File: config.mk
export PLATFORM = sky130hd
export DESIGN_NAME = tick_sequencer_flat
export DESIGN_NICKNAME = d
export VERILOG_FILES = /design/src/rtl/tick_pkg.sv /design/src/rtl/tick_sequencer_if.sv /design/src/rtl/tick_prescaler.sv /design/src/rtl/tick_sequencer.sv /design/src/flat_wrapper.sv
export SDC_FILE = /design/constraint.sdc
export NUM_CORES = 1
export LEC_CHECK = 0
export BUFFER_PORTS_ARGS = -buffer_cell sky130_fd_sc_hd__buf_2
export CAP_MARGIN = 20
export CORE_UTILIZATION = 51
export DETAILED_ROUTE_END_ITERATION = 8
export PLACE_DENSITY_LB_ADDON = 0.25
export SETUP_SLACK_MARGIN = 0.1
export SYNTH_ARGS = -nofsm -noshare
export SYNTH_HDL_FRONTEND = slang
export SYNTH_SLANG_ARGS = --single-unit
File: constraint.sdc
create_clock -name clock -period 1.7 [get_ports clock]
set_input_delay 0.255 -clock clock [delete_from_list [all_inputs] [get_ports clock]]
set_output_delay 0.255 -clock clock [all_outputs]
set_load 0.03 [all_outputs]
File: src/rtl/tick_pkg.sv
`default_nettype none
// ============================================================================
//  Module      : tick_pkg
//  Description : Shared types and constants for the tick sequencer slice:
//                FSM state encoding, run-mode encodings and default sizes.
//  Revision    : 1.0 - initial release
// ============================================================================
package tick_pkg;

    // Sequencer states; one bit is enough for the two-state machine.
    typedef enum logic [0:0] {
        IDLE = 1'b0,
        RUN  = 1'b1
    } state_t;

    // Run-mode encodings as written through cfg_mode.
    localparam logic MODE_ONESHOT = 1'b0;
    localparam logic MODE_CONT    = 1'b1;

    // Default datapath sizes and reset period (100 MHz / 12.5M = 8 Hz ticks).
    localparam int DEF_CNT_W  = 24;
    localparam int DEF_REP_W  = 8;
    localparam int DEF_PERIOD = 12499999;

endpackage : tick_pkg
`default_nettype wire

File: src/rtl/tick_sequencer_if.sv
`default_nettype none
// ============================================================================
//  Module      : tick_sequencer_if
//  Description : Configuration / control / status bundle of the tick
//                sequencer. The controller side drives config and start/stop,
//                the sequencer side returns status and tick pulses.
//  Revision    : 1.0 - initial release
// ============================================================================
interface tick_sequencer_if #(
    parameter int CNT_W = tick_pkg::DEF_CNT_W,
    parameter int REP_W = tick_pkg::DEF_REP_W
);

    logic             cfg_we;
    logic [CNT_W-1:0] cfg_period;
    logic [REP_W-1:0] cfg_repeat;
    logic             cfg_mode;
    logic             start;
    logic             stop;
    logic             busy;
    logic             tick;
    logic             done;
    logic             cfg_err;
    logic [REP_W-1:0] tick_count;

    // Controller / config logic side.
    modport master (
        output cfg_we, cfg_period, cfg_repeat, cfg_mode, start, stop,
        input  busy, tick, done, cfg_err, tick_count
    );

    // Sequencer side.
    modport slave (
        input  cfg_we, cfg_period, cfg_repeat, cfg_mode, start, stop,
        output busy, tick, done, cfg_err, tick_count
    );

endinterface : tick_sequencer_if
`default_nettype wire

File: src/rtl/tick_prescaler.sv
`default_nettype none
// ============================================================================
//  Module      : tick_prescaler
//  Description : Free-running prescaler counter. Counts 0..period while
//                enabled and flags the terminal count combinationally so the
//                owner can register the resulting tick.
//  Revision    : 1.0 - initial release
// ============================================================================
module tick_prescaler #(
    parameter int CNT_W = tick_pkg::DEF_CNT_W
) (
    input  wire logic             clock,
    input  wire logic             reset,
    input  wire logic             enable,
    input  wire logic             clear,
    input  wire logic [CNT_W-1:0] period,
    output logic                  terminal
);

    logic [CNT_W-1:0] r_count;

    // Terminal only counts while running; a period of 0 is terminal every cycle.
    assign terminal = enable && (r_count == period);

    // Count up to the period and wrap to zero; clear has priority over counting.
    always_ff @(posedge clock or negedge reset) begin
        if (!reset) begin
            r_count <= '0;
        end else if (clear) begin
            r_count <= '0;
        end else if (enable) begin
            if (terminal) begin
                r_count <= '0;
            end else begin
                r_count <= r_count + CNT_W'(1);
            end
        end
    end

endmodule : tick_prescaler
`default_nettype wire

File: src/rtl/tick_sequencer.sv
`default_nettype none
// ============================================================================
//  Module      : tick_sequencer
//  Description : Programmable tick scheduler. Holds period/repeat/mode config,
//                runs the prescaler, and emits registered single-cycle ticks
//                as one-shot bursts or a continuous stream.
//  Revision    : 1.0 - initial release
// ============================================================================
module tick_sequencer
    import tick_pkg::*;
#(
    parameter int               CNT_W          = DEF_CNT_W,
    parameter int               REP_W          = DEF_REP_W,
    parameter logic [CNT_W-1:0] DEFAULT_PERIOD = CNT_W'(DEF_PERIOD)
) (
    input  wire logic        clock,
    input  wire logic        reset,
    tick_sequencer_if.slave  bus
);

    // Configuration registers, writable in IDLE only.
    logic [CNT_W-1:0] r_period;
    logic [REP_W-1:0] r_repeat;
    logic             r_mode;

    // FSM and registered outputs.
    state_t           r_state;
    state_t           w_state_next;
    logic             r_tick;
    logic             r_done;
    logic             r_cfg_err;
    logic [REP_W-1:0] r_tick_count;

    logic             w_tick_next;
    logic             w_done_next;
    logic             w_cfg_err_next;
    logic [REP_W-1:0] w_count_next;
    logic [REP_W-1:0] w_count_inc;
    logic [REP_W-1:0] w_rep_eff;
    logic             w_cfg_load;
    logic             w_terminal;
    logic             w_enable;
    logic             w_clear;

    // A repeat of zero would never complete, so it behaves as a single tick.
    assign w_rep_eff   = (r_repeat == '0) ? REP_W'(1) : r_repeat;
    assign w_count_inc = r_tick_count + REP_W'(1);

    // Prescaler runs only in RUN; it is held at zero in IDLE and on stop so
    // every run starts from count 0.
    assign w_enable = (r_state == RUN);
    assign w_clear  = (r_state != RUN) || bus.stop;

    tick_prescaler #(
        .CNT_W (CNT_W)
    ) u_prescaler (
        .clock    (clock),
        .reset    (reset),
        .enable   (w_enable),
        .clear    (w_clear),
        .period   (r_period),
        .terminal (w_terminal)
    );

    // Next-state and next-output decode; stop beats start and terminal count.
    always_comb begin
        w_state_next   = r_state;
        w_tick_next    = 1'b0;
        w_done_next    = 1'b0;
        w_cfg_err_next = 1'b0;
        w_cfg_load     = 1'b0;
        w_count_next   = r_tick_count;
        case (r_state)
            IDLE: begin
                w_cfg_load = bus.cfg_we;
                if (bus.start && !bus.stop) begin
                    w_state_next = RUN;
                    w_count_next = '0;
                end
            end
            RUN: begin
                w_cfg_err_next = bus.cfg_we;
                if (bus.stop) begin
                    w_state_next = IDLE;
                end else if (w_terminal) begin
                    w_tick_next  = 1'b1;
                    w_count_next = w_count_inc;
                    if ((r_mode == MODE_ONESHOT) && (w_count_inc == w_rep_eff)) begin
                        w_done_next  = 1'b1;
                        w_state_next = IDLE;
                    end
                end
            end
            default: begin
                w_state_next = IDLE;
            end
        endcase
    end

    // State and registered status outputs.
    always_ff @(posedge clock or negedge reset) begin
        if (!reset) begin
            r_state      <= IDLE;
            r_tick       <= 1'b0;
            r_done       <= 1'b0;
            r_cfg_err    <= 1'b0;
            r_tick_count <= '0;
        end else begin
            r_state      <= w_state_next;
            r_tick       <= w_tick_next;
            r_done       <= w_done_next;
            r_cfg_err    <= w_cfg_err_next;
            r_tick_count <= w_count_next;
        end
    end

    // Configuration capture; writes outside IDLE are dropped.
    always_ff @(posedge clock or negedge reset) begin
        if (!reset) begin
            r_period <= DEFAULT_PERIOD;
            r_repeat <= REP_W'(1);
            r_mode   <= MODE_ONESHOT;
        end else if (w_cfg_load) begin
            r_period <= bus.cfg_period;
            r_repeat <= bus.cfg_repeat;
            r_mode   <= bus.cfg_mode;
        end
    end

    assign bus.busy       = (r_state == RUN);
    assign bus.tick       = r_tick;
    assign bus.done       = r_done;
    assign bus.cfg_err    = r_cfg_err;
    assign bus.tick_count = r_tick_count;

endmodule : tick_sequencer
`default_nettype wire

File: src/flat_wrapper.sv
// flat-port wrapper written by rule: the top's interface ports become plain ports
module tick_sequencer_flat import tick_pkg::*;
#(
    parameter int               CNT_W          = DEF_CNT_W,
    parameter int               REP_W          = DEF_REP_W,
    parameter logic [CNT_W-1:0] DEFAULT_PERIOD = CNT_W'(DEF_PERIOD)
)
  (clock, reset, bus_cfg_we, bus_cfg_period, bus_cfg_repeat, bus_cfg_mode, bus_start, bus_stop, bus_busy, bus_tick, bus_done, bus_cfg_err, bus_tick_count);
  tick_sequencer_if #(.CNT_W(CNT_W), .REP_W(REP_W)) bus_i ();
  input  wire logic clock;
  input  wire logic reset;
  input wire logic [$bits(bus_i.cfg_we)-1:0] bus_cfg_we;
  input wire logic [$bits(bus_i.cfg_period)-1:0] bus_cfg_period;
  input wire logic [$bits(bus_i.cfg_repeat)-1:0] bus_cfg_repeat;
  input wire logic [$bits(bus_i.cfg_mode)-1:0] bus_cfg_mode;
  input wire logic [$bits(bus_i.start)-1:0] bus_start;
  input wire logic [$bits(bus_i.stop)-1:0] bus_stop;
  output wire logic [$bits(bus_i.busy)-1:0] bus_busy;
  output wire logic [$bits(bus_i.tick)-1:0] bus_tick;
  output wire logic [$bits(bus_i.done)-1:0] bus_done;
  output wire logic [$bits(bus_i.cfg_err)-1:0] bus_cfg_err;
  output wire logic [$bits(bus_i.tick_count)-1:0] bus_tick_count;
  assign bus_i.cfg_we = bus_cfg_we;
  assign bus_i.cfg_period = bus_cfg_period;
  assign bus_i.cfg_repeat = bus_cfg_repeat;
  assign bus_i.cfg_mode = bus_cfg_mode;
  assign bus_i.start = bus_start;
  assign bus_i.stop = bus_stop;
  assign bus_busy = bus_i.busy;
  assign bus_tick = bus_i.tick;
  assign bus_done = bus_i.done;
  assign bus_cfg_err = bus_i.cfg_err;
  assign bus_tick_count = bus_i.tick_count;
  tick_sequencer #(.CNT_W(CNT_W), .REP_W(REP_W), .DEFAULT_PERIOD(DEFAULT_PERIOD)) u_core (.clock(clock), .reset(reset), .bus(bus_i));
endmodule
; Word-level counts from Yosys, hierarchy flattened
; Cells that the tools add are included.
[totals]
register_bits = 69
in_bits = 38
output_inout_bits = 12
elab_cells = 48
[op_classes]
addsub = 2
eq_ne = 5
n_mux = 22
bitwise_logic = 2
n_reduce_logical = 8
[op_table]
columns = operator, n
row1 = $mux 24, 3
row2 = $mux 8, 4
row3 = $add 24x1->24 const B, 1
row4 = $eq 24x24->1, 1
row5 = $pmux 8 s2, 1
row6 = $mux 1, 13
row7 = $add 8x1->8 const B, 1
row8 = $eq 8x8->1, 1
row9 = $logic_not 8->1, 1
row10 = $ne 2x2->1 const B, 3
row11 = $logic_and 1x1->1, 3
row12 = $reduce_and 3->1, 1
row13 = $not 1->1, 2
row14 = $pmux 1 s2, 1
row15 = $reduce_bool 2->1, 1
row16 = $logic_not 1->1, 1
row17 = $logic_or 1x1->1, 1

; Longest topological paths before layout
; Gate-level depths: netlist of the first run.
[depth]
ltp_word = 8
mapped_depth = 7

; Cells and area by module
; From an unflattened synthesis of the first run, not the netlist that was laid out.
[unflattened]
cells_unflattened = 335
area_unflattened_um2 = 3599.7
[modules_own_cells]
columns = module, n_inst, cells_per_inst, area_each_um2
row1 = tick_sequencer, 1, 154, 2001.9
row2 = tick_prescaler, 1, 181, 1597.8

; Worst setup path before layout of the first run
; OpenSTA, ideal clock, no wires.
[synth_path]
path_kind = flip-flop to flip-flop
from = reg u_core.r_tick_count[0], in the netlist u_core.bus.tick_count[0]
to = reg u_core.r_done, in the netlist u_core.bus.done
setup_time_ns = 0.068
arrival_time_ns = 1.897
required_ns = 1.632
path_slack_ns = -0.264
stages_incl_launch_ff = 7
path_buffers = 0
synth_period_minus_slack_ns = 1.964
cell_sequence = dfrtp_1 ha_1 xor2_1 a211oi_1 o211ai_1 a2111oi_0 and3_1
[synth_between]
elab_chain_len = 7
[synth_lines]
columns = item, line
row1 = from (decl), tick_sequencer.sv:32  ; logic [REP_W-1:0] r_tick_count;
row2 = from (signal assigned), tick_sequencer.sv:113  ; r_tick_count <= w_count_next;
row3 = $add 8x1->8, tick_sequencer.sv:47  ; assign w_count_inc = r_tick_count + REP_W'(1);
row4 = $eq 8x8->1, tick_sequencer.sv:88  ; if ((r_mode == MODE_ONESHOT) && (w_count_inc == w_rep_eff)) begin
row5 = $logic_and 1x1->1, tick_sequencer.sv:88
row6 = $mux 1, tick_sequencer.sv:88
row7 = $mux 1, tick_sequencer.sv:85  ; end else if (w_terminal) begin
row8 = $mux 1, tick_sequencer.sv:83  ; if (bus.stop) begin
row9 = $mux 1, tick_sequencer.sv:73  ; case (r_state)
row10 = via u_core.w_done_next, tick_sequencer.sv:35  ; logic w_done_next;
row11 = to (signal assigned), tick_sequencer.sv:111  ; r_done <= w_done_next;
row12 = to (decl), tick_sequencer.sv:30  ; logic r_done;
; The timed path passes the listed nets, and every way through them passes these cells.
; A chain may end at the register's enable or synchronous reset.

; Worst setup path after layout of the first run
[layout_path]
from = reg u_core.r_period[21]
to = reg u_core.u_prescaler.r_count[14]
[layout_between]
elab_chain_len = 5
[layout_lines]
columns = item, line
row1 = from (decl), tick_sequencer.sv:22  ; logic [CNT_W-1:0] r_period;
row2 = from (signal assigned), tick_sequencer.sv:124  ; r_period <= bus.cfg_period;
row3 = $eq 24x24->1, tick_prescaler.sv:23  ; assign terminal = enable && (r_count == period);
row4 = $logic_and 1x1->1, tick_prescaler.sv:23
row5 = $mux 24, tick_prescaler.sv:32  ; if (terminal) begin
row6 = $mux 24, tick_prescaler.sv:31  ; end else if (enable) begin
row7 = $mux 24, tick_prescaler.sv:29  ; end else if (clear) begin
row8 = to (signal assigned), tick_prescaler.sv:35  ; r_count <= r_count + CNT_W'(1);
row9 = to (decl), tick_prescaler.sv:20  ; logic [CNT_W-1:0] r_count;
; Every way passes these cells. The select of a mux whose other input is x is not followed.

==> flow_summary_export.csv, run 1 <==
group,metric,value,unit
floorplan,io_pins,50,
timing,skew,0.00881,ns
layout,final_cell_mix,"buf_4, dfrtp_1, buf_2",
timing,fmax,0.521,GHz
global_routing,grt_pass1_vias,2785,
timing,tightestPinTransition,0.544,ns
detailed_routing,viasPerCell,5.40,
timing,finalHoldViolations,0,
placed_design,dpl.hpwl,5.45,mm
layout,final_cell_area,0.00466,mm^2
setup_path,crit_type,"flop to flop",
clock_network,htreeDepth,3,
clock_network,clk_path_buf_depth,2,
setup_path,worstPathArrival,2.15,ns
synth,synth_edf_count,0,
power,pwr-share-comb,13.6,%
setup_path,crit_path_end_kind,"flop",
timing,setup_viol,35,
synth,syn_avg_cell_area,11.3,um^2
synth,syn_inst,308,
synth,yosysWarnings,0,
power,leakage,0.00208,uW
clock_network,clock_latency,0.34,ns
timing,rsz0062_at_grt,"yes",
synth,synth_nets,348,
layout,drive_above_1_share,47.7,%
detailed_routing,wire_per_inst,15.5,um
timing,relSlewSlack,63.7,%
timing,period_share,113,%
timing,fin_crit,1.92,ns
flow_run,drv_cap,0,
timing,drv_slew,0,
power,p_per_area,804,mW/mm^2
synth,ys_ff_latch,69,
layout,n_fill_cell,452,
global_routing,grt_max_degree,34,
floorplan,fp.dieW,84.5,um
floorplan,die-area,0.00715,mm^2
layout,finalNetCount,464,
synth,netlist-cell-type-count,42,
placed_design,io_buffers,49,
run_status,status,"finished with violations",
min_path,worstHoldPathType,"input port to flop",
synth,synth_area,0.00347,mm^2
layout,mostFrequentLayoutCell,"buf_4",
detailed_routing,dr_total_vias,2728,
timing,tns,-6.44,ns
global_routing,antenna_found_initial,0,
synth,synth_ff_type,"dfrtp_1",
clock_network,cts_inserted_buffers,9,
setup_path,rr_startpoint,"u_core.r_period[21]$_DFFE_PN1P_",
timing,layout_setup_ws,-0.220,ns
detailed_routing,drc,6,
layout,antennaDiodeCount,0,
clock_network,clkSlewWorstSetupHoldPaths,0.07,ns
clock_network,ctsRootBufferMaster,"clkbuf_8",
setup_path,startpoint,"u_core.r_period[21]$_DFFE_PN1P_",
floorplan,die_h,84.5,um
clock_network,cts_tree,"yes",
setup_path,critPathLaunchType,"flop",
detailed_routing,ant_nets,0,
global_routing,grt_usage,23.8,%
setup_path,critPathMaxFanout,12,
power,p_sw_share,24.4,%
min_path,hp-start,"bus_cfg_we",
floorplan,initial_core_util,53.8,%
detailed_routing,drt_iter0_drc,140,
layout,area_growth_syn_to_layout,34.1,%
synth,yosysTopAreaCellShare,37.5,%
power,pwr-share-seq,50.7,%
global_routing,grt_overflow,0,
synth,ys_seq_area_share,50.3,%
clock_network,cts.sinks,69,
power,power_switching,916,uW
synth,async_flop_share,100,%
placed_design,place_congestion,0.833,
synth,synth_area_leaders,"dfrtp_1, dfstp_2, mux2_2, xor2_1, xnor2_1",
power,ir_drop,0.000556,V
power,p_clk_share,35.8,%
floorplan,coreArea,0.00646,mm^2
setup_path,crit_required,1.93,ns
power,p_int,2830,uW
detailed_routing,routed_wirelength,7.85,mm
placed_design,post_dp_cell_area,0.00429,mm^2
floorplan,num_rows,29,
run_status,violations,"DRC, setup timing",
detailed_routing,drt_first_pass_iters,7,
layout,utilization,72.1,%
global_routing,grt_first_pass_wirelength,13.2,mm
synth,yosysTopAreaCell,"dfrtp_1",
==> registers in the layout, indices dropped and copies added, names as in the netlist <==
register and count:
u_core.bus.done 1, u_core.bus.busy 1, u_core.r_repeat 8, u_core.r_period 24
u_core.bus.cfg_err 1, u_core.r_mode 1, u_core.bus.tick_count 8, u_core.bus.tick 1
u_core.u_prescaler.r_count 24
==> worst max-delay path: stages (launching register included) <==
cell and delay [ns]:
dfstp_2 0.54, xor2_1 0.09, nor4_4 0.35, nand4_2 0.20, buf_6 0.21, o21bai_4 0.18
clkbuf_16 0.20, nor2_1 0.05
==> what timing repair did <==
| item | in CTS | in global routing |
|---|---|---|
| resized for setup | 19 | 10 |
| setup buffers | 0 | 0 |
| setup endpoints to repair | 35 | 35 |
| gates cloned | 1 | 1 |
| hold buffers | 1 | 0 |
| hold endpoints to repair | 15 | 0 |
| pin swaps | 10 | 3 |
==> metal layers <==
layer  up-vias  share of wire, %  GRT usage [%]
met5         -                 0              0
met4         0               1.5           7.55
met3        18               5.7           7.08
met2        82                46           37.5
met1      1308                47           31.7
li1       1320                 -              -
==> power groups by stage <==
| stage | clock network (uW) | registers (uW) | logic [uW] |
|---|---|---|---|
| after floorplan | 0 | 1910 | 268 |
| after global routing | 1430 | 1910 | 553 |
| final | 1340 | 1900 | 509 |
| after detailed placement | 0 | 1930 | 473 |
| after CTS | 1360 | 1900 | 496 |
| after global placement | 0 | 1920 | 463 |
==> worst paths after layout <==
check	end	slack, ns	cells past startpoint
max in group asynchronous	u_core.r_period[2]$_DFFE_PN1P_	0.62	3
hold reg to reg	u_core.r_period[9]$_DFFE_PN0P_	0.53	1
min in group asynchronous	u_core.r_mode$_DFFE_PN0P_	0.43	2
setup / recovery	u_core.u_prescaler.r_count[14]$_DFFE_PN0P_	-0.22	7
setup reg to reg	u_core.u_prescaler.r_count[14]$_DFFE_PN0P_	-0.22	7
hold / removal	u_core.bus.cfg_err$_DFF_PN0_	0.14	2
==> cell usage after synthesis (2+ instances only) <==
cell / n
nand4_1: 2
a2111oi_0: 6
or3_1: 5
or2_2: 2
ha_1: 2
dfrtp_1: 52
nor2_1: 31
inv_1: 7
nor4_2: 4
and4_1: 2
a31o_1: 6
nor4_1: 6
nor2b_1: 2
nand2b_1: 4
xnor2_1: 17
o21bai_1: 2
dfstp_2: 17
and3_1: 5
and2_1: 2
buf_2: 2
nor3_1: 7
xor2_1: 37
nand2_1: 16
clkbuf_1: 5
o21ai_0: 5
nand3_1: 13
mux2_2: 34
==> kinds of logic after synthesis <==
group | count (synthesis) | synth area share (%)
compound gates | 26 | 5.69
xor+xnor | 54 | 13.6
fa+ha+maj | 2 | 0.720
buf+inv | 16 | 2.02
flops | 69 | 50.3
mux | 35 | 11.3
simple gates | 106 | 16.3
==> metrics by stage <==
step	hold WS, ns	power (uW)	worst slack, ns	cells
after detailed placement	0.272	2400	-0.329	487
final	0.135	3750	-0.220	505
after CTS	0.129	3750	-0.216	504
after global placement	0.274	2380	-0.300	487
after floorplan	-0.0406	2180	-0.175	308
after global routing	0.135	3900	-0.290	505
==> layout make-up <==
| type | count | area (um^2) | share of cell area, % |
|---|---|---|---|
| inverters | 8 | 30.0 | 0.644 |
| clock buffers | 14 | 163 | 3.49 |
| multi-input cells | 224 | 1790 | 38.5 |
| clock inverters | 1 | 30.0 | 0.644 |
| repair buffers | 112 | 796 | 17.1 |
| well taps | 77 | 96.3 | 2.07 |
| flip-flops and latches | 69 | 1750 | 37.6 |
Note: power is estimated with default switching activity, not from simulation.
==> inputs of run 2 (changes only) <==
Settings changed: CORE_UTILIZATION 51 to 57, SYNTH_HIERARCHICAL from default to 1.
Clock period 1.7 ns to 2 ns, I/O delays scaled along.
==> run 2 against run 1 <==
The flow finishes with violations (setup timing); sequential share of layout area up 1.4 points; design area down 3.7%; synthesized area up 3.6%; non-clock buffer count down 23; combinational power down 20%; first-iteration DRC count up 38%; largest cell class unchanged.
==> flow_summary_export.csv, run 2 <==
group,metric,value,unit
run_status,status,"finished with violations",
run_status,violations,"setup timing",
setup_path,critPathBufInv,0,
layout,antennaDiodeCount,0,
timing,tightestPinTransition,0.545,ns
setup_path,critPathMaxFanout,8,
setup_path,max_stage_delay,0.56,ns
clock_network,clk_path_buf_depth,2,
placed_design,place_congestion,0.886,
placed_design,place_worst_setup_slack,-0.0462,ns
global_routing,grt_max_degree,34,
global_routing,grt_pass1_vias,2839,
detailed_routing,viasPerCell,5.83,
detailed_routing,drt_iter0_drc,193,
layout,n_fill_cell,404,
detailed_routing,wl_met3,349,um
layout,area_growth_syn_to_layout,24.7,%
timing,relSlewSlack,63.6,%
synth,yosysTopAreaCellShare,36.1,%
timing,fin_crit,2.10,ns
timing,drv_slew,0,
detailed_routing,dr_total_vias,2934,
setup_path,crit_top_cell,"o21ai_1",
placed_design,dpl.hpwl,5.75,mm
power,p_int,2210,uW
synth,syn_inst,335,
floorplan,coreArea,0.00599,mm^2
synth,ys_seq_area_share,48.6,%
power,pwr-share-seq,54.5,%
detailed_routing,wire_per_inst,16.2,um
synth,synth_nets,375,
placed_design,io_buffers,49,
power,ir_drop,0.000496,V
synth,synth_ff_type,"dfrtp_1",
clock_network,clkSlewWorstSetupHoldPaths,0.07,ns
timing,finalHoldViolations,0,
global_routing,antenna_found_initial,0,
power,pwr-share-comb,13.7,%
synth,syn_avg_cell_area,10.7,um^2
setup_path,crit_required,2.22,ns
detailed_routing,wl_met2,4.14,mm
timing,layout_setup_ws,-0.0958,ns
synth,yosys-top-cells-count,"dfrtp_1, mux2_2, nand2_1, xnor2_1, nand3_1",
detailed_routing,ant_nets,0,
power,power_switching,769,uW
clock_network,clock_latency,0.34,ns
layout,reg_top3,"u_core/r_period (24), u_core/u_prescaler/r_count (24)",
setup_path,crit_family,"simple AND/OR/NAND/NOR gates",
setup_path,crit_chain,"xnor2_2 > nand4_1 > nor4_4 > and2_4 > mux2i_1 > or2_4 > o21ai_1 > o21ai_1",
clock_network,cts.sinks,69,
global_routing,grt_usage,27.1,%
synth,synth_edf_count,0,
floorplan,fp.dieW,81.5,um
clock_network,ctsRootBufferMaster,"clkbuf_8",
floorplan,num_rows,28,
floorplan,die-area,0.00664,mm^2
setup_path,crit_path_end_kind,"flop",
setup_path,crit_type,"flop to flop",
layout,final_cell_mix,"dfrtp_1, buf_2, buf_4, mux2_2, nand2_1",
power,leakage,0.00200,uW
placed_design,post_dp_cell_area,0.00419,mm^2
synth,synth_area_leaders,"dfrtp_1, dfstp_2, mux2_2, xnor2_1, nand3_1",
synth,synth_area,0.00360,mm^2
setup_path,cp_slowest_cell,"dfstp_2",
detailed_routing,drt_first_pass_iters,4,
timing,setup_viol,15,
timing,period_share,105,%
setup_path,worstPathArrival,2.32,ns
timing,rsz0062_at_grt,"yes",
layout,finalNetCount,463,
power,p_sw_share,25.8,%
power,p_clk_share,31.8,%
timing,whs,0.185,ns
detailed_routing,routed_wirelength,8.14,mm
detailed_routing,drc,0,
timing,skew,0.00699,ns
floorplan,initial_core_util,60.1,%
min_path,worstHoldPathType,"input port to flop",
global_routing,grt_first_pass_wirelength,13.3,mm
synth,yosysWarnings,6,
detailed_routing,m1WireLength,3.47,mm
layout,drive_above_1_share,43.0,%
clock_network,cts_inserted_buffers,9,
timing,fmax,0.477,GHz
layout,final_cell_area,0.00449,mm^2
power,p_per_area,663,mW/mm^2
synth,synth_most_common_cell,"dfrtp_1",
synth,yosysTopAreaCell,"dfrtp_1",
floorplan,io_pins,50,
flow_run,drv_cap,0,
detailed_routing,highest_layer,"met4",
synth,async_flop_share,100,%
clock_network,cts_tree,"yes",
synth,netlist-cell-type-count,48,
global_routing,grt_overflow,0,
synth,ys_ff_latch,69,
clock_network,htreeDepth,3,
layout,mostFrequentLayoutCell,"dfrtp_1",
setup_path,critPathLaunchType,"flop",
floorplan,die_h,81.5,um
[run 2: changes by cell type after synthesis, moves of 6 or more]
cell	delta
a31o_1	-6
a2111oi_0	-6
a21oi_1	+8
a21o_1	+6
xor2_1	-29
xnor2_1	+14
nand2_1	+15
nand3_1	+11
nor2_1	-18
o21ai_0	+14
[run 2: timing repair]
action / 4_1_cts / 5_1_grt
gates resized for setup: 12 / 17
endpoints found under the setup margin: 27 / 35
pin swaps: 12 / 14
endpoints found under the hold margin: 18 / 0
setup buffers: 1 / 3
hold buffers: 1 / 0
[run 2: power by group through the flow]
stage                     clock, uW  combinational, uW  sequential (uW)
after floorplan                   0                263             1630
after global placement            0                385             1640
after detailed placement          0                395             1650
after CTS                       975                404             1620
after global routing           1030                449             1640
final                           947                408             1620
[run 2: through the flow]
| step | setup TNS (ns) | cells | util (%) | power (uW) |
|---|---|---|---|---|
| after floorplan | -0.240 | 335 | - | 1890 |
| after global placement | -0.00807 | 483 | 70.0 | 2030 |
| after detailed placement | -0.179 | 483 | 70.0 | 2040 |
| after CTS | -0.371 | 501 | 73.6 | 3000 |
| after global routing | -2.99 | 503 | 74.9 | 3120 |
| final | -0.676 | 503 | 74.9 | 2980 |
[run 2: metal layers]
layer / track usage [%] / vias to the layer above
li1: - / 1376
met1: 35.0 / 1458
met5: 0 / -
met4: 12.5 / 0
met3: 3.67 / 15
met2: 45.0 / 85
[run 2: path summary, 6_finish.rpt]
kind	startpoint	end	slack (ns)	cells after the start
setup / recovery	u_core/r_period[12]$_DFFE_PN1P_	u_core/bus.tick_count[2]$_DFFE_PN0P_	-0.1	8
hold / removal	bus_cfg_repeat[0]	u_core/r_repeat[0]$_DFFE_PN1P_	0.19	2
setup reg to reg	u_core/r_period[12]$_DFFE_PN1P_	u_core/bus.tick_count[2]$_DFFE_PN0P_	-0.1	8
hold reg to reg	u_core/r_mode$_DFFE_PN0P_	u_core/r_mode$_DFFE_PN0P_	0.52	1
max in group asynchronous	reset	u_core/r_period[23]$_DFFE_PN1P_	0.84	3
min in group asynchronous	reset	u_core/u_prescaler/r_count[18]$_DFFE_PN0P_	0.48	2
[run 2: layout make-up]
cell class | count | area (um^2) | share of cell area (%)
Tap cell | 75 | 93.8 | 2.09
Inverter | 6 | 22.5 | 0.502
Clock inverter | 5 | 27.5 | 0.613
Clock buffer | 11 | 131 | 2.93
Timing Repair Buffer | 89 | 588 | 13.1
Sequential cell | 69 | 1750 | 39.0
Multi-Input combinational cell | 248 | 1880 | 41.8
[run 2: kinds of logic (layout without fill, tap and decap cells)]
family / after synthesis / in the layout / synth area share (%)
AND/OR/NAND/NOR: 117 / 117 / 18.1
buffers and inverters: 18 / 111 / 2.22
XOR/XNOR: 39 / 39 / 9.49
multiplexers: 35 / 35 / 10.9
flip-flops: 69 / 69 / 48.6
adder cells (fa/ha/maj): 2 / 2 / 0.695
AO/OA/AOI/OAI: 55 / 55 / 10.0
[run 2: worst reg2reg max path: cells and delay by family, from the launching register on]
family | cells | cell delay [ns]
simple gates | 4 | 1.02
mux | 1 | 0.07
xor+xnor | 1 | 0.10
compound gates | 2 | 0.22
flops | 1 | 0.56
==> inputs of run 3 (changes only) <==
Settings changed: BUFFER_PORTS_ARGS -buffer_cell sky130_fd_sc_hd__buf_2 to default, CORE_UTILIZATION 57 to 63, DONT_BUFFER_PORTS from default to 1, SETUP_SLACK_MARGIN 0.1 to 0.2.
==> run 3 against run 2 <==
The run ends with hold timing, setup timing left; worst hold slack worse by 0.55 ns; die area shrank 9.3%; flip-flop and latch count did not move; critical path depth is 1 higher; clock skew rose by 0.0047 ns; critical endpoint is now u_core/bus.tick_count[5]$_DFFE_PN0P_; largest power group unchanged.
==> flow_summary_export.csv, run 3 (synthesized netlist as in run 2, its figures left out) <==
group,metric,value,unit
timing,skew,0.0117,ns
global_routing,grt_first_pass_wirelength,13.4,mm
setup_path,crit_top_cell,"o21ai_1",
clock_network,htreeDepth,3,
layout,utilization,80.6,%
setup_path,max_stage_delay,0.55,ns
placed_design,post_dp_cell_area,0.00397,mm^2
timing,tightestPinTransition,0.491,ns
setup_path,crit_type,"flop to flop",
floorplan,io_pins,50,
timing,finalHoldViolations,69,
timing,period_share,106,%
detailed_routing,ant_nets,0,
flow_run,drv_cap,0,
power,power,3140,uW
setup_path,startpoint,"u_core/r_period[0]$_DFFE_PN1P_",
global_routing,grt.busiest_layer,"met2",
detailed_routing,drt_iter0_drc,151,
setup_path,critPathBufInv,1,
timing,whs,-0.361,ns
power,pwr-share-comb,11.7,%
clock_network,ctsRootBufferMaster,"clkbuf_8",
clock_network,cts.sinks,69,
timing,layout_setup_ws,-0.117,ns
timing,relSlewSlack,67.3,%
power,ir_drop,0.000575,V
setup_path,critPathMaxFanout,8,
power,p_int,2350,uW
layout,finalNetCount,426,
run_status,violations,"hold timing, setup timing",
global_routing,grt_util_met3,6.47,%
floorplan,initial_core_util,65.4,%
layout,multiInputGateArea,0.00193,mm^2
detailed_routing,drc,0,
global_routing,use_met1,37.3,%
timing,setup_viol,18,
placed_design,dpl.hpwl,5.44,mm
placed_design,place_congestion,0.885,
global_routing,grt_usage,29.5,%
global_routing,antenna_found_initial,0,
power,p_sw_share,25.1,%
global_routing,grt_pass1_vias,2772,
layout,antennaDiodeCount,0,
layout,final_cell_mix,"dfrtp_1, buf_4, mux2_2",
layout,n_fill_cell,340,
setup_path,crit_required,2.21,ns
power,pwr-share-seq,51.9,%
placed_design,io_buffers,0,
power,power_switching,788,uW
clock_network,cts_tree,"yes",
layout,drive_above_1_share,38.9,%
floorplan,fp.dieW,77.6,um
clock_network,clkSlewWorstSetupHoldPaths,0.08,ns
floorplan,coreArea,0.00551,mm^2
setup_path,critPathLaunchType,"flop",
timing,fmax,0.472,GHz
power,p_clk_share,36.5,%
timing,fin_crit,2.12,ns
detailed_routing,drt_first_pass_iters,4,
global_routing,grt_max_degree,70,
detailed_routing,viasPerCell,6.04,
setup_path,crit_family,"simple AND/OR/NAND/NOR gates",
layout,reg_top3,"u_core/r_period (24), u_core/u_prescaler/r_count (24)",
setup_path,crit_chain,"xnor2_2 > nand4_1 > nor4_4 > buf_4 > and2_4 > mux2i_1 > or2_4 > o21ai_1 > o21ai_1",
layout,final_cell_area,0.00444,mm^2
clock_network,clock_latency,0.35,ns
timing,rsz0062_at_grt,"yes",
run_status,status,"finished with violations",
floorplan,num_rows,27,
power,p_per_area,708,mW/mm^2
min_path,worstHoldPathType,"input port to asynchronous set/reset pin",
clock_network,clk_path_buf_depth,2,
clock_network,cts_inserted_buffers,9,
global_routing,met2_usage,47.3,%
setup_path,rr_startpoint,"u_core/r_period[0]$_DFFE_PN1P_",
floorplan,die_h,77.6,um
timing,drv_slew,0,
setup_path,cp_slowest_cell,"dfstp_2",
power,leakage,0.00187,uW
detailed_routing,routed_wirelength,8.27,mm
layout,seq_area,0.00175,mm^2
setup_path,rrSetupSlack,-0.12,ns
layout,area_growth_syn_to_layout,23.4,%
detailed_routing,dr_total_vias,2796,
floorplan,die-area,0.00602,mm^2
layout,mostFrequentLayoutCell,"dfrtp_1",
setup_path,worstPathArrival,2.33,ns
global_routing,grt_overflow,0,
detailed_routing,wire_per_inst,17.9,um
setup_path,crit_path_end_kind,"flop",
==> run 3: changes by cell type in the layout (fill, tap and decap cells not counted), moves of 2 or more <==
cell        delta
and3_1         -2
xnor2_1        -2
o311ai_0       +2
clkinv_2       -2
o21ai_1        +2
xnor2_2        +2
buf_4         +10
buf_2         -49
a21oi_4        +2
clkinvlp_4     +2
clkbuf_1       -2
o311ai_2       -3
and3_4         +2
==> run 3: worst register-to-register path, delay by kind of cell (launching register included) <==
kind | cells | cell delay [ns]
AND/OR/NAND/NOR | 4 | 0.85
flip-flops | 1 | 0.55
AO/OA/AOI/OAI | 2 | 0.23
buffers and inverters | 1 | 0.16
XOR/XNOR | 1 | 0.13
multiplexers | 1 | 0.06
==> run 3: through the flow <==
| step | hold slack [ns] | instances | worst slack [ns] | setup TNS (ns) |
|---|---|---|---|---|
| 2_1_floorplan | 0.00441 | 335 | -0.0556 | -0.237 |
| 5_1_grt | -0.384 | 463 | -0.216 | -3.49 |
| 6_report | -0.361 | 463 | -0.117 | -0.994 |
| 3_5_place_dp | 0.00573 | 434 | -0.173 | -2.70 |
| 4_1_cts | -0.373 | 461 | -0.0898 | -0.729 |
| 3_3_place_gp | 0.00569 | 434 | -0.123 | -1.52 |
==> run 3: area by class of cell <==
class,count,share of cell area [%]
flip-flops and latches,69,39.4
repair buffers,51,10.1
multi-input cells,249,43.4
clock buffers,10,3.10
inverters,6,0.564
well taps,72,2.03
clock inverters,6,1.41
==> run 3: routing by layer <==
layer	vias up	part of all wire, %
li1	1304	-
met1	1375	42
met2	101	49
met4	0	2.5
met3	16	5.8
met5	-	0
==> run 3: power by group through the flow <==
stage | logic (uW) | clock network [uW] | registers, uW
2_1_floorplan | 268 | 0 | 1630
3_3_place_gp | 324 | 0 | 1640
3_5_place_dp | 333 | 0 | 1650
4_1_cts | 358 | 1170 | 1630
5_1_grt | 393 | 1220 | 1640
6_report | 367 | 1150 | 1630
==> run 3: worst paths after layout <==
check / end / depth (start not counted)
worst max-delay path: u_core/bus.tick_count[5]$_DFFE_PN0P_ / 9
worst min-delay path: u_core/bus.tick$_DFF_PN0_ / 0
worst max register to register: u_core/bus.tick_count[5]$_DFFE_PN0P_ / 9
worst min register to register: u_core/r_mode$_DFFE_PN0P_ / 1
max in group asynchronous: u_core/r_period[1]$_DFFE_PN1P_ / 0
min in group clock: u_core/bus.cfg_err$_DFF_PN0_ / 1
==> run 3: repair_timing <==
item | CTS | global route
buffers inserted | 9 | 2
pin swaps | 16 | 5
gates cloned | 2 | 0
endpoints found under the setup margin | 35 | 35
resized for setup | 23 | 13
endpoints found under the hold margin | 69 | 69
